==> config.mk <==
export PLATFORM = sky130hd
export DESIGN_NAME = hqm_rcfwl_gclk_usync_clken_gen
export DESIGN_NICKNAME = d
export VERILOG_FILES = /design/src/rtl/hqm_rcfwl_gclk_clken_pkg.sv /design/src/rtl/hqm_rcfwl_gclk_phase_cnt.sv /design/src/rtl/hqm_rcfwl_gclk_usync_clken_gen.sv
export SDC_FILE = /design/constraint.sdc
export NUM_CORES = 1
export LEC_CHECK = 0
export CAP_MARGIN = 30
export CORE_MARGIN = 2
export CORE_UTILIZATION = 47
export CTS_BUF_LIST = sky130_fd_sc_hd__clkbuf_2 sky130_fd_sc_hd__clkbuf_4 sky130_fd_sc_hd__clkbuf_8
export DETAILED_ROUTE_END_ITERATION = 8
export DONT_BUFFER_PORTS = 1
export HOLD_SLACK_MARGIN = 0.08
export PLACE_DENSITY = 0.64
export SYNTH_ARGS = -nofsm -noshare
export SYNTH_HDL_FRONTEND = slang
export SYNTH_SLANG_ARGS = --single-unit
export TNS_END_PERCENT = 10
==> constraint.sdc <==
create_clock -name clk_free_in -period 2.8 [get_ports clk_free_in]
set_clock_uncertainty 0.15 [all_clocks]
set_input_delay 0.28 -clock clk_free_in [delete_from_list [all_inputs] [get_ports clk_free_in]]
set_output_delay 0.28 -clock clk_free_in [all_outputs]
set_load 0.03 [all_outputs]
==> src/rtl/hqm_rcfwl_gclk_clken_pkg.sv <==
// Shared types and defaults for the usync-driven clock-enable generator.
package hqm_rcfwl_gclk_clken_pkg;

  localparam int RATIO_WIDTH_DFLT   = 4;
  localparam int LOCK_COUNT_DFLT    = 2;
  localparam int ERR_CNT_WIDTH_DFLT = 4;

  // good_cnt only has to reach LOCK_COUNT, whose legal maximum is 15.
  localparam int GOOD_CNT_WIDTH = 4;

  typedef enum logic [1:0] {
    ST_IDLE   = 2'd0,
    ST_ACQ    = 2'd1,
    ST_TRACK  = 2'd2,
    ST_LOCKED = 2'd3
  } clken_state_t;

  // The phase counter free-runs and enables are produced only in these states.
  function automatic logic is_running(input clken_state_t s);
    return (s == ST_TRACK) || (s == ST_LOCKED);
  endfunction

endpackage

==> src/rtl/hqm_rcfwl_gclk_phase_cnt.sv <==
// Wrap-at-ratio phase counter with synchronous clear and end-of-period flag.
module hqm_rcfwl_gclk_phase_cnt #(
  parameter int W = 4
) (
  input  logic         clk,
  input  logic         rst,
  input  logic         clr,
  input  logic         adv,
  input  logic [W-1:0] ratio,
  output logic [W-1:0] phase,
  output logic         last
);

  // last marks the final fast cycle of a slow period; ratio is never 0 here.
  assign last = (phase == (ratio - W'(1)));

  // Clear has priority so a realignment always lands on phase 0.
  always_ff @(posedge clk or posedge rst) begin
    if (rst) begin
      phase <= '0;
    end else if (clr) begin
      phase <= '0;
    end else if (adv) begin
      phase <= last ? '0 : phase + W'(1);
    end
  end

endmodule

==> src/rtl/hqm_rcfwl_gclk_usync_clken_gen.sv <==
// Turns a ratio usync pulse stream on the x12 grid clock into a phase-aligned
// divided clock enable, with lock tracking and sticky misalignment reporting.
module hqm_rcfwl_gclk_usync_clken_gen
  import hqm_rcfwl_gclk_clken_pkg::*;
#(
  parameter int RATIO_WIDTH   = RATIO_WIDTH_DFLT,
  parameter int LOCK_COUNT    = LOCK_COUNT_DFLT,
  parameter int ERR_CNT_WIDTH = ERR_CNT_WIDTH_DFLT
) (
  input  logic                     clk_free_in,
  input  logic                     reset_in,
  input  logic                     enable_in,
  input  logic                     usync_in,
  input  logic [RATIO_WIDTH-1:0]   ratio_in,
  input  logic                     err_clr_in,
  output logic                     clk_en_out,
  output logic                     div_reset_out,
  output logic [RATIO_WIDTH-1:0]   phase_out,
  output logic                     locked_out,
  output logic                     sync_err_out,
  output logic [ERR_CNT_WIDTH-1:0] err_cnt_out
);

  localparam logic [GOOD_CNT_WIDTH-1:0] LOCK_CNT_V = GOOD_CNT_WIDTH'(LOCK_COUNT);

  clken_state_t              state;
  logic                      usync_q;
  logic [RATIO_WIDTH-1:0]    ratio_q;
  logic [RATIO_WIDTH-1:0]    ratio_eff;
  logic [GOOD_CNT_WIDTH-1:0] good_cnt;
  logic [GOOD_CNT_WIDTH-1:0] good_inc;
  logic                      div_reset_q;
  logic                      sync_err_q;
  logic [ERR_CNT_WIDTH-1:0]  err_cnt_q;
  logic [RATIO_WIDTH-1:0]    phase;
  logic                      last;
  logic                      running;
  logic                      aligned;
  logic                      misalign;
  logic                      cnt_clr;

  assign running   = is_running(state);
  assign aligned   = enable_in && running && usync_q && last;
  assign misalign  = enable_in && running && usync_q && !last;
  assign ratio_eff = (ratio_in == '0) ? RATIO_WIDTH'(1) : ratio_in;
  assign good_inc  = (good_cnt >= LOCK_CNT_V) ? LOCK_CNT_V : good_cnt + GOOD_CNT_WIDTH'(1);

  // Phase sits at 0 outside TRACK/LOCKED so acquisition starts a fresh period.
  assign cnt_clr = !enable_in || !running || misalign;

  hqm_rcfwl_gclk_phase_cnt #(
    .W(RATIO_WIDTH)
  ) u_phase_cnt (
    .clk   (clk_free_in),
    .rst   (reset_in),
    .clr   (cnt_clr),
    .adv   (1'b1),
    .ratio (ratio_q),
    .phase (phase),
    .last  (last)
  );

  // Single retiming flop on usync; every decision below looks at usync_q only.
  always_ff @(posedge clk_free_in or posedge reset_in) begin
    if (reset_in) usync_q <= 1'b0;
    else          usync_q <= usync_in;
  end

  // Acquisition / tracking FSM with lock qualification and realign pulse.
  always_ff @(posedge clk_free_in or posedge reset_in) begin
    if (reset_in) begin
      state       <= ST_IDLE;
      ratio_q     <= RATIO_WIDTH'(1);
      good_cnt    <= '0;
      div_reset_q <= 1'b0;
    end else begin
      div_reset_q <= 1'b0;
      if (!enable_in) begin
        state    <= ST_IDLE;
        good_cnt <= '0;
      end else begin
        case (state)
          ST_IDLE: state <= ST_ACQ;
          ST_ACQ: begin
            if (usync_q) begin
              ratio_q     <= ratio_eff;
              good_cnt    <= GOOD_CNT_WIDTH'(1);
              div_reset_q <= 1'b1;
              state       <= (LOCK_COUNT == 1) ? ST_LOCKED : ST_TRACK;
            end
          end
          default: begin
            if (aligned) begin
              good_cnt <= good_inc;
              if (good_inc == LOCK_CNT_V) state <= ST_LOCKED;
            end else if (misalign) begin
              good_cnt    <= GOOD_CNT_WIDTH'(1);
              div_reset_q <= 1'b1;
              state       <= ST_TRACK;
            end
          end
        endcase
      end
    end
  end

  // Sticky error flag and saturating count; a coincident misalignment beats clear.
  always_ff @(posedge clk_free_in or posedge reset_in) begin
    if (reset_in) begin
      sync_err_q <= 1'b0;
      err_cnt_q  <= '0;
    end else if (misalign) begin
      sync_err_q <= 1'b1;
      if (err_clr_in)          err_cnt_q <= ERR_CNT_WIDTH'(1);
      else if (err_cnt_q != '1) err_cnt_q <= err_cnt_q + ERR_CNT_WIDTH'(1);
    end else if (err_clr_in) begin
      sync_err_q <= 1'b0;
      err_cnt_q  <= '0;
    end
  end

  assign clk_en_out    = running && (phase == '0);
  assign div_reset_out = div_reset_q;
  assign phase_out     = phase;
  assign locked_out    = (state == ST_LOCKED);
  assign sync_err_out  = sync_err_q;
  assign err_cnt_out   = err_cnt_q;

endmodule
# Word-level counts from Yosys, hierarchy flattened
# Index checks and enable logic that the tools add are counted.
# word_totals
out_inout_bits,12
reg_bits,21
word_cells,70
input_bits,9
# classes
n_eq_ne,11
order_cmp,1
n_addsub,4
n_reduce_logical,20
muxes,26
# op_table
operator,count
$mux W4,12
$add A4 B1 Y4 const B,3
$mux W2,5
$reduce_and A3 Y1,3
$logic_not A4 Y1,2
$pmux W4 S2,1
$mux W1,6
$logic_and A1 B1 Y1,5
$ne A5 B1 Y1 const B,1
$ne A5 B2 Y1 const B,1
$eq A2 B2 Y1 const B,2
$eq A4 B2 Y1 const B,1
$eq A4 B4 Y1,1
$ge A4 B2 Y1 const B,1
$ne A4 B1 Y1 const B,1
$ne A4 B4 Y1 const B,1
$pmux W2 S2,1
$reduce_bool A2 Y1,2
$sub A4 B1 Y4 const B,1
$logic_not A1 Y1,3
$logic_or A1 B1 Y1,3
$ne A3 B3 Y1 const B,1
$eq A2 B1 Y1 const B,1
$logic_not A2 Y1,1
3 further kinds,3

# Depth between registers and ports, before layout
# Gate-level depths: netlist (run 1).
# logic_depth
word_depth,9
mapped_depth,8

# Cells and area by module
# A second synthesis (run 1) with hierarchy kept.
# unflattened
hier_cells,121
hier_area_um2,1199.9
# by_module_without_submodules
mod,cells_each,n_inst,area_each_um2
hqm_rcfwl_gclk_usync_clken_gen,83,1,858.3
hqm_rcfwl_gclk_phase_cnt,38,1,341.6

# Least setup slack after synthesis (run 1)
# OpenSTA, ideal clock, no wires.
# synth_timing
path_type,reg-to-reg
from,register ratio_q[0]
to,register err_cnt_q[2] (netlist: err_cnt_out[2])
slack_ps,670
required_ps,2530
arrival_time_ps,1861
synth_period_minus_slack_ps,2130
stages_incl_launch_ff,8
n_path_buf,0
path_cell_list,dfstp_2 -> inv_1 -> ha_1 -> xnor2_1 -> xnor2_1 -> nor4_4 -> or4b_1 -> and3b_1
# synth_via
elab_chain_len,6
word_cells_on_any_way,7
# synth_rtl
element,line_no,source
"start, declared",hqm_rcfwl_gclk_usync_clken_gen.sv:28,logic [RATIO_WIDTH-1:0] ratio_q;
"start signal, assigned",hqm_rcfwl_gclk_usync_clken_gen.sv:86,ratio_q <= ratio_eff;
$sub A4 B1 Y4 (*),hqm_rcfwl_gclk_phase_cnt.sv:15,assign last = (phase == (ratio - W'(1)));
$eq A4 B4 Y1 (*),hqm_rcfwl_gclk_phase_cnt.sv:15,
$logic_not A1 Y1 (*),hqm_rcfwl_gclk_usync_clken_gen.sv:44,assign misalign = enable_in && running && usync_q && !last;
$logic_and A1 B1 Y1 (*),hqm_rcfwl_gclk_usync_clken_gen.sv:44,
$reduce_bool A2 Y1 (no line),n/a,
$reduce_and A2 Y1 (no line),n/a,
"end signal, assigned",hqm_rcfwl_gclk_usync_clken_gen.sv:115,else if (err_cnt_q != '1) err_cnt_q <= err_cnt_q + ERR_CNT_WIDTH'(1);
"end, declared",hqm_rcfwl_gclk_usync_clken_gen.sv:34,logic [ERR_CNT_WIDTH-1:0] err_cnt_q;
# Every way passes the cells marked *; elsewhere a longest branch is shown, timed or not.
# A chain may end at the register's enable or synchronous reset.

# Worst setup path in the final report (run 1)
# layout_timing
from,register ratio_q[0]
to,register err_cnt_q[3] (netlist: err_cnt_out[3])
# The elaborated chain is that of the path after synthesis.

==> results.toml, run 1 <==
[die]
die_y_um = 52.4
num_io_pins = 21
die_x_um = 52.4
start_util = 0.498
rows = 17
dieArea_mm2 = 0.00275
core_area_mm2 = 0.00221

[clock_network]
cts-resized-gates = 0
htreeDepth = 1
clock_latency_ps = 300
cts_buffers = 3
cts_sinks = 21
cts-root-buf = "clkbuf_4"
clkSlewWorstSetupHoldPaths_ps = 110
cts_tree = "done"
clk_path_buf_depth = 2

[critical_path]
cp_top_family = "simple AND/OR/NAND/NOR gates"
worstPathRequired_ps = 2840
path_class = "flip-flop to flip-flop"
crit_chain = "inv_1 > ha_1 > xnor2_1 > nor4_4 > nor3_1 > mux2_2"
crit_buf_inv = 1
critPathSlowestCell = "nor4_4"
cp_max_fo = 13
cp-start-kind = "flip-flop"
critPathCaptureType = "flip-flop"
worstPathArrival_ps = 2420
slowest_delay_ps = 600

[drt]
dr.pass1.iters = 4
wl_per_cell_um = 13.7
ant_nets = 0
drt-initial-drc-count = 16
viasPerCell = 5.50
wirelength_um = 2010
vias = 803
drc_errors = 0

[cells_and_area]
drive_gt1_frac = 0.110
antenna_cells = 0
final_common_cell = "dfrtp_1"
nets = 134
area_delta_synth_final_pct = 12.4
layout.cells.non_filler = 146
final_cell_mix = "dfrtp_1 (20), nand2_1 (11), inv_1 (9), dlygate4sd3_1 (8), xnor2_1 (7)"

[sta]
post-route-period-util = 0.848
drv_slew = 0
relSlewSlack = 0.457
period_minus_slack_ps = 2370
setup_viol = 0
finalSetupTns_ps = 0
max_freq_ghz = 0.421
hold_ws_ps = 102
max_slew.worst_pin.slew_ps = 814
rsz0062_at_grt = "no"
final-hold-violation-count = 0

[yosys]
async_reset_ff_frac = 1.00
syn_inst = 107
synth_cell_types = 34
yosys_warnings = 0
synth_top_flop_cell = "dfrtp_1"
synth_area_per_cell_um2 = 10.3
synth_top_cell_by_area = "dfrtp_1"
synth.top_cell.area_share = 0.454
synthAdderAreaFrac = 0.0681
synth_fp_nets = 122
synthXorXnorAreaFrac = 0.0636
synthMuxAreaShare = 0.0409
synthSimpleGateAreaFrac = 0.226
synth-compound-area-share = 0.0783
syn-cell-area_mm2 = 0.00110
ys_ff_latch = 21
yosys-top-cells-area = "dfrtp_1 (45%), ha_1 (6.8%), xnor2_1 (5.6%)"
synth_edf_count = 0
synth_top_family_by_area = "simple AND/OR/NAND/NOR gates"
ys_seq_area_frac = 0.478

[placed_design]
dp_cells = 134
place.gp.congestion = 0.810
port_buffers = 0
hpwlAfterDp_um = 1390

[global_route]
antenna_found_initial = 0
grt_pass1_vias = 742
overflow = 0
grt_pass1_wl_um = 3220
track_usage = 0.160
grt_start_max_net_pins = 22

[run]
maxCapViolCount = 0

[status]
run_status = "finished, final reports clean"

[worst_hold_path]
hold_path_class = "input pin to flip-flop"

[pwr]
powerDensity_mw_per_mm2 = 540
max-vdd-ir-drop_mv = 0.293
leakage_uw = 0.000560
[flip-flops by register name, indices dropped and copies added, names as in the netlist]
signal and flops:
state 2, usync_q 1, good_cnt 4, ratio_q 4, err_cnt_out 4, div_reset_out 1, sync_err_out 1, u_phase_cnt.phase 4
[stage by stage]
step	utilization	total power, µW	worst slack [ps]	area (µm²)
2_1_floorplan	-	500	670	1100
3_3_place_gp	0.510	509	506	1130
3_5_place_dp	0.510	513	450	1130
4_1_cts	0.560	680	423	1240
5_1_grt	0.560	709	313	1240
6_report	0.560	669	425	1240
[final timing paths]
path / cells after the start / slack, ps / start / end
max: 6 / 430 / ratio_q[0]$_DFFE_PP1P_ / err_cnt_out[3]$_DFFE_PP0P_
min: 3 / 100 / enable_in / u_phase_cnt.phase[1]$_DFF_PP0_
max reg2reg: 6 / 430 / ratio_q[0]$_DFFE_PP1P_ / err_cnt_out[3]$_DFFE_PP0P_
min reg2reg: 2 / 360 / good_cnt[2]$_DFFE_PP0P_ / good_cnt[2]$_DFFE_PP0P_
max in group asynchronous: 2 / 1580 / reset_in / good_cnt[2]$_DFFE_PP0P_
min in group asynchronous: 2 / 420 / reset_in / div_reset_out$_DFF_PP0_
[cells by family (layout without fill, tap and decap cells)]
logic type               Yosys count  count (layout)
AO/OA/AOI/OAI                     13              13
XOR/XNOR                           8               8
adder cells (fa/ha/maj)            6               6
buffers and inverters             11              22
flip-flops                        21              21
multiplexers                       4               4
AND/OR/NAND/NOR                   44              44
[area by class of cell]
| type | count | area [µm²] |
|---|---|---|
| well taps | 28 | 35.0 |
| inverters | 9 | 33.8 |
| fillers | 199 | 973 |
| clock buffers | 4 | 30.0 |
| multi-input cells | 75 | 526 |
| repair buffers | 9 | 87.6 |
| flip-flops and latches | 21 | 527 |
[routing by layer]
metal	GRT usage	vias up	wire length, µm
met3	0.0314	4	68
li1	-	394	-
met4	0.0641	0	27
met2	0.260	19	960
met5	0	-	0
met1	0.206	386	949
[tightest hold or removal path: cells and delay by family]
| family | cells | cell delay [ps] |
|---|---|---|
| and+or+nand+nor | 3 | 240 |
[what timing repair did]
item,CTS,global route
hold endpoints to repair,36,0
hold buffers,8,0
setup buffers,0,0
[power by group]
part           total, µW  switching, µW  internal, µW
clock                151           85.9          65.2
combinational        153           84.7          68.8
sequential           365           33.4           331
total                669            204           465
[cell usage after synthesis, types with 2 or more instances]
master and instances:
dfrtp_1 20, inv_1 9, nand2b_1 2, xnor2_1 7, ha_1 6, nor3_1 6
nand2_1 11, nand4_1 2, mux2_2 4, o21ai_0 3, and3_1 2, nor2_1 5
a21oi_1 4, nand3_1 6
Power figures use the tool's default switching activity.
==> run 2, diff against run 1 <==
--- a/config.mk
+++ b/config.mk
@@ -12,7 +12,7 @@
 export DETAILED_ROUTE_END_ITERATION = 8
 export DONT_BUFFER_PORTS = 1
 export HOLD_SLACK_MARGIN = 0.08
-export PLACE_DENSITY = 0.64
+export PLACE_DENSITY = 0.66
 export SYNTH_ARGS = -nofsm -noshare
 export SYNTH_HDL_FRONTEND = slang
 export SYNTH_SLANG_ARGS = --single-unit
==> constraint.sdc (replaced) <==
create_clock -name clk_free_in -period 1.95 [get_ports clk_free_in]
set_clock_uncertainty 0.15 [all_clocks]
set_input_delay 0.195 -clock clk_free_in [delete_from_list [all_inputs] [get_ports clk_free_in]]
set_output_delay 0.195 -clock clk_free_in [all_outputs]
set_load 0.03 [all_outputs]
==> run 2 against run 1 <==
The flow now finishes with violations (negative setup slack). Die area unchanged. Sequential share of layout area down 5.8 points. Critical path depth up 2. Wire length up 16%. Critical path type unchanged. Highest routed layer unchanged.
==> results.toml, run 2 (same netlist as run 1, synthesis figures left out) <==
[status]
run_status = "finished, violations left"
violations = "negative setup slack"

[sta]
worst_slack_ps = -224
drv_slew = 0
max_slew.worst_pin.slew_ps = 801
hold_ws_ps = 111
period_minus_slack_ps = 2170
final-hold-violation-count = 0
relSlewSlack = 0.465
rsz0062_at_grt = "yes"
post-route-period-util = 1.12
setup_viol = 14
max_freq_ghz = 0.460

[global_route]
grt_pass1_vias = 868
grt_pass1_wl_um = 3880
track_usage = 0.200
overflow = 0
grt_start_max_net_pins = 22
antenna_found_initial = 0

[cells_and_area]
area_delta_synth_final_pct = 30.0
fin_area_mm2 = 0.00143
antenna_cells = 0
nets = 149
fillers = 173
final_common_cell = "dfrtp_1"
final_cell_mix = "dfrtp_1 (20), buf_4 (14), nand2_1 (11), inv_1 (8), dlygate4sd3_1 (8)"
final_util = 0.648
drive_gt1_frac = 0.271

[worst_hold_path]
hold_path_class = "input pin to flip-flop"
holdPathEnd = "good_cnt[1]$_DFFE_PP0P_"
hold_start = "enable_in"
worstHoldPathCells = 3

[critical_path]
slowest_delay_ps = 560
critPathSlowestCell = "dfstp_2"
r2r_cells = 8
critPathCaptureType = "flip-flop"
cp_max_fo = 5
r2r_start = "ratio_q[0]$_DFFE_PP1P_"
worstPathArrival_ps = 2230
crit_chain = "inv_2 > ha_4 > xnor2_4 > xnor2_2 > buf_4 > nor4_4 > or4b_1 > and3b_1"
r2r_end = "err_cnt_out[2]$_DFFE_PP0P_"
cp-start-kind = "flip-flop"
cp_top_family = "simple AND/OR/NAND/NOR gates"
worstPathRequired_ps = 2010
r2r_slack_ps = -220
crit_buf_inv = 2
path_class = "flip-flop to flip-flop"

[clock_network]
clkSlewWorstSetupHoldPaths_ps = 120
clock_latency_ps = 300
clk_path_buf_depth = 2
cts_sinks = 21
cts_buffers = 3
cts_tree = "done"
cts-root-buf = "clkbuf_4"
htreeDepth = 1

[drt]
wl_per_cell_um = 14.4
drc_errors = 0
wirelength_um = 2320
viasPerCell = 5.27
drt-initial-drc-count = 7
vias = 848
ant_nets = 0
dr.pass1.iters = 4

[placed_design]
dpl_cell_area_mm2 = 0.00125
dpl_worst_slack_ps = -265
hpwlAfterDp_um = 1580
place.gp.congestion = 0.830
port_buffers = 0

[die]
die_x_um = 52.4
core_area_mm2 = 0.00221
rows = 17
num_io_pins = 21
die_y_um = 52.4
dieArea_mm2 = 0.00275
start_util = 0.498

[pwr]
finalPower_uw = 1150
powerDensity_mw_per_mm2 = 803
max-vdd-ir-drop_mv = 0.459
leakage_uw = 0.000660

[run]
maxCapViolCount = 0
-- run 2: cell count changes in the layout (fill, tap and decap cells not counted), sizes merged --
cell and change:
buf +14, nor4 +1
-- run 2: report_power, final --
| group | internal (µW) | switching (µW) | total (µW) |
|---|---|---|---|
| Sequential | 475 | 37.3 | 513 |
| Combinational | 202 | 211 | 413 |
| Clock | 93.6 | 131 | 225 |
-- run 2: worst max-delay path by stage --
| stage | start | to | slack, ps | depth (start not counted) |
|---|---|---|---|---|
| final | ratio_q[0]$_DFFE_PP1P_ | err_cnt_out[2]$_DFFE_PP0P_ | -220 | 8 |
| after global routing | ratio_q[0]$_DFFE_PP1P_ | err_cnt_out[2]$_DFFE_PP0P_ | -300 | 8 |
| after CTS | ratio_q[0]$_DFFE_PP1P_ | err_cnt_out[2]$_DFFE_PP0P_ | -210 | 8 |
| after detailed placement | ratio_q[0]$_DFFE_PP1P_ | err_cnt_out[3]$_DFFE_PP0P_ | -270 | 7 |
| after global placement | ratio_q[0]$_DFFE_PP1P_ | err_cnt_out[3]$_DFFE_PP0P_ | -200 | 7 |
| after floorplan | ratio_q[0]$_DFFE_PP1P_ | err_cnt_out[2]$_DFFE_PP0P_ | -140 | 7 |
-- run 2: what timing repair did --
item / in CTS / in global routing
gates resized for setup: 6 / 2
pin swaps: 8 / 1
setup buffers: 1 / 0
hold buffers: 8 / 0
cloned: 1 / 0
setup endpoints to repair: 14 / 15
endpoints found under the hold margin: 41 / 0
-- run 2: worst register-to-register path, cell delays in order, from the launching register on --
cell	delay [ps]
dfstp_2	560
inv_2	50
ha_4	170
xnor2_4	150
xnor2_2	130
buf_4	170
nor4_4	60
or4b_1	460
and3b_1	190
-- run 2: cell type report --
class,count,area [µm²],share of cell area
multi-input combinational,76,611,0.426
timing repair buffer,23,196,0.137
sequential,21,527,0.368
inverter,9,33.8,0.0236
clock buffer,4,30.0,0.0210
tap,28,35.0,0.0245
-- run 2: metrics by stage --
step | setup TNS, ps | cells
after detailed placement | -2370 | 147
final | -1600 | 161
after global placement | -1560 | 147
after CTS | -1340 | 161
after global routing | -2390 | 161
after floorplan | -303 | 107
-- run 2: layer usage --
layer  global-route usage  part of all wire
met5                    0                 0
met3               0.0371             0.041
met2                0.323              0.49
met4               0.0897            0.0069
met1                0.258              0.46
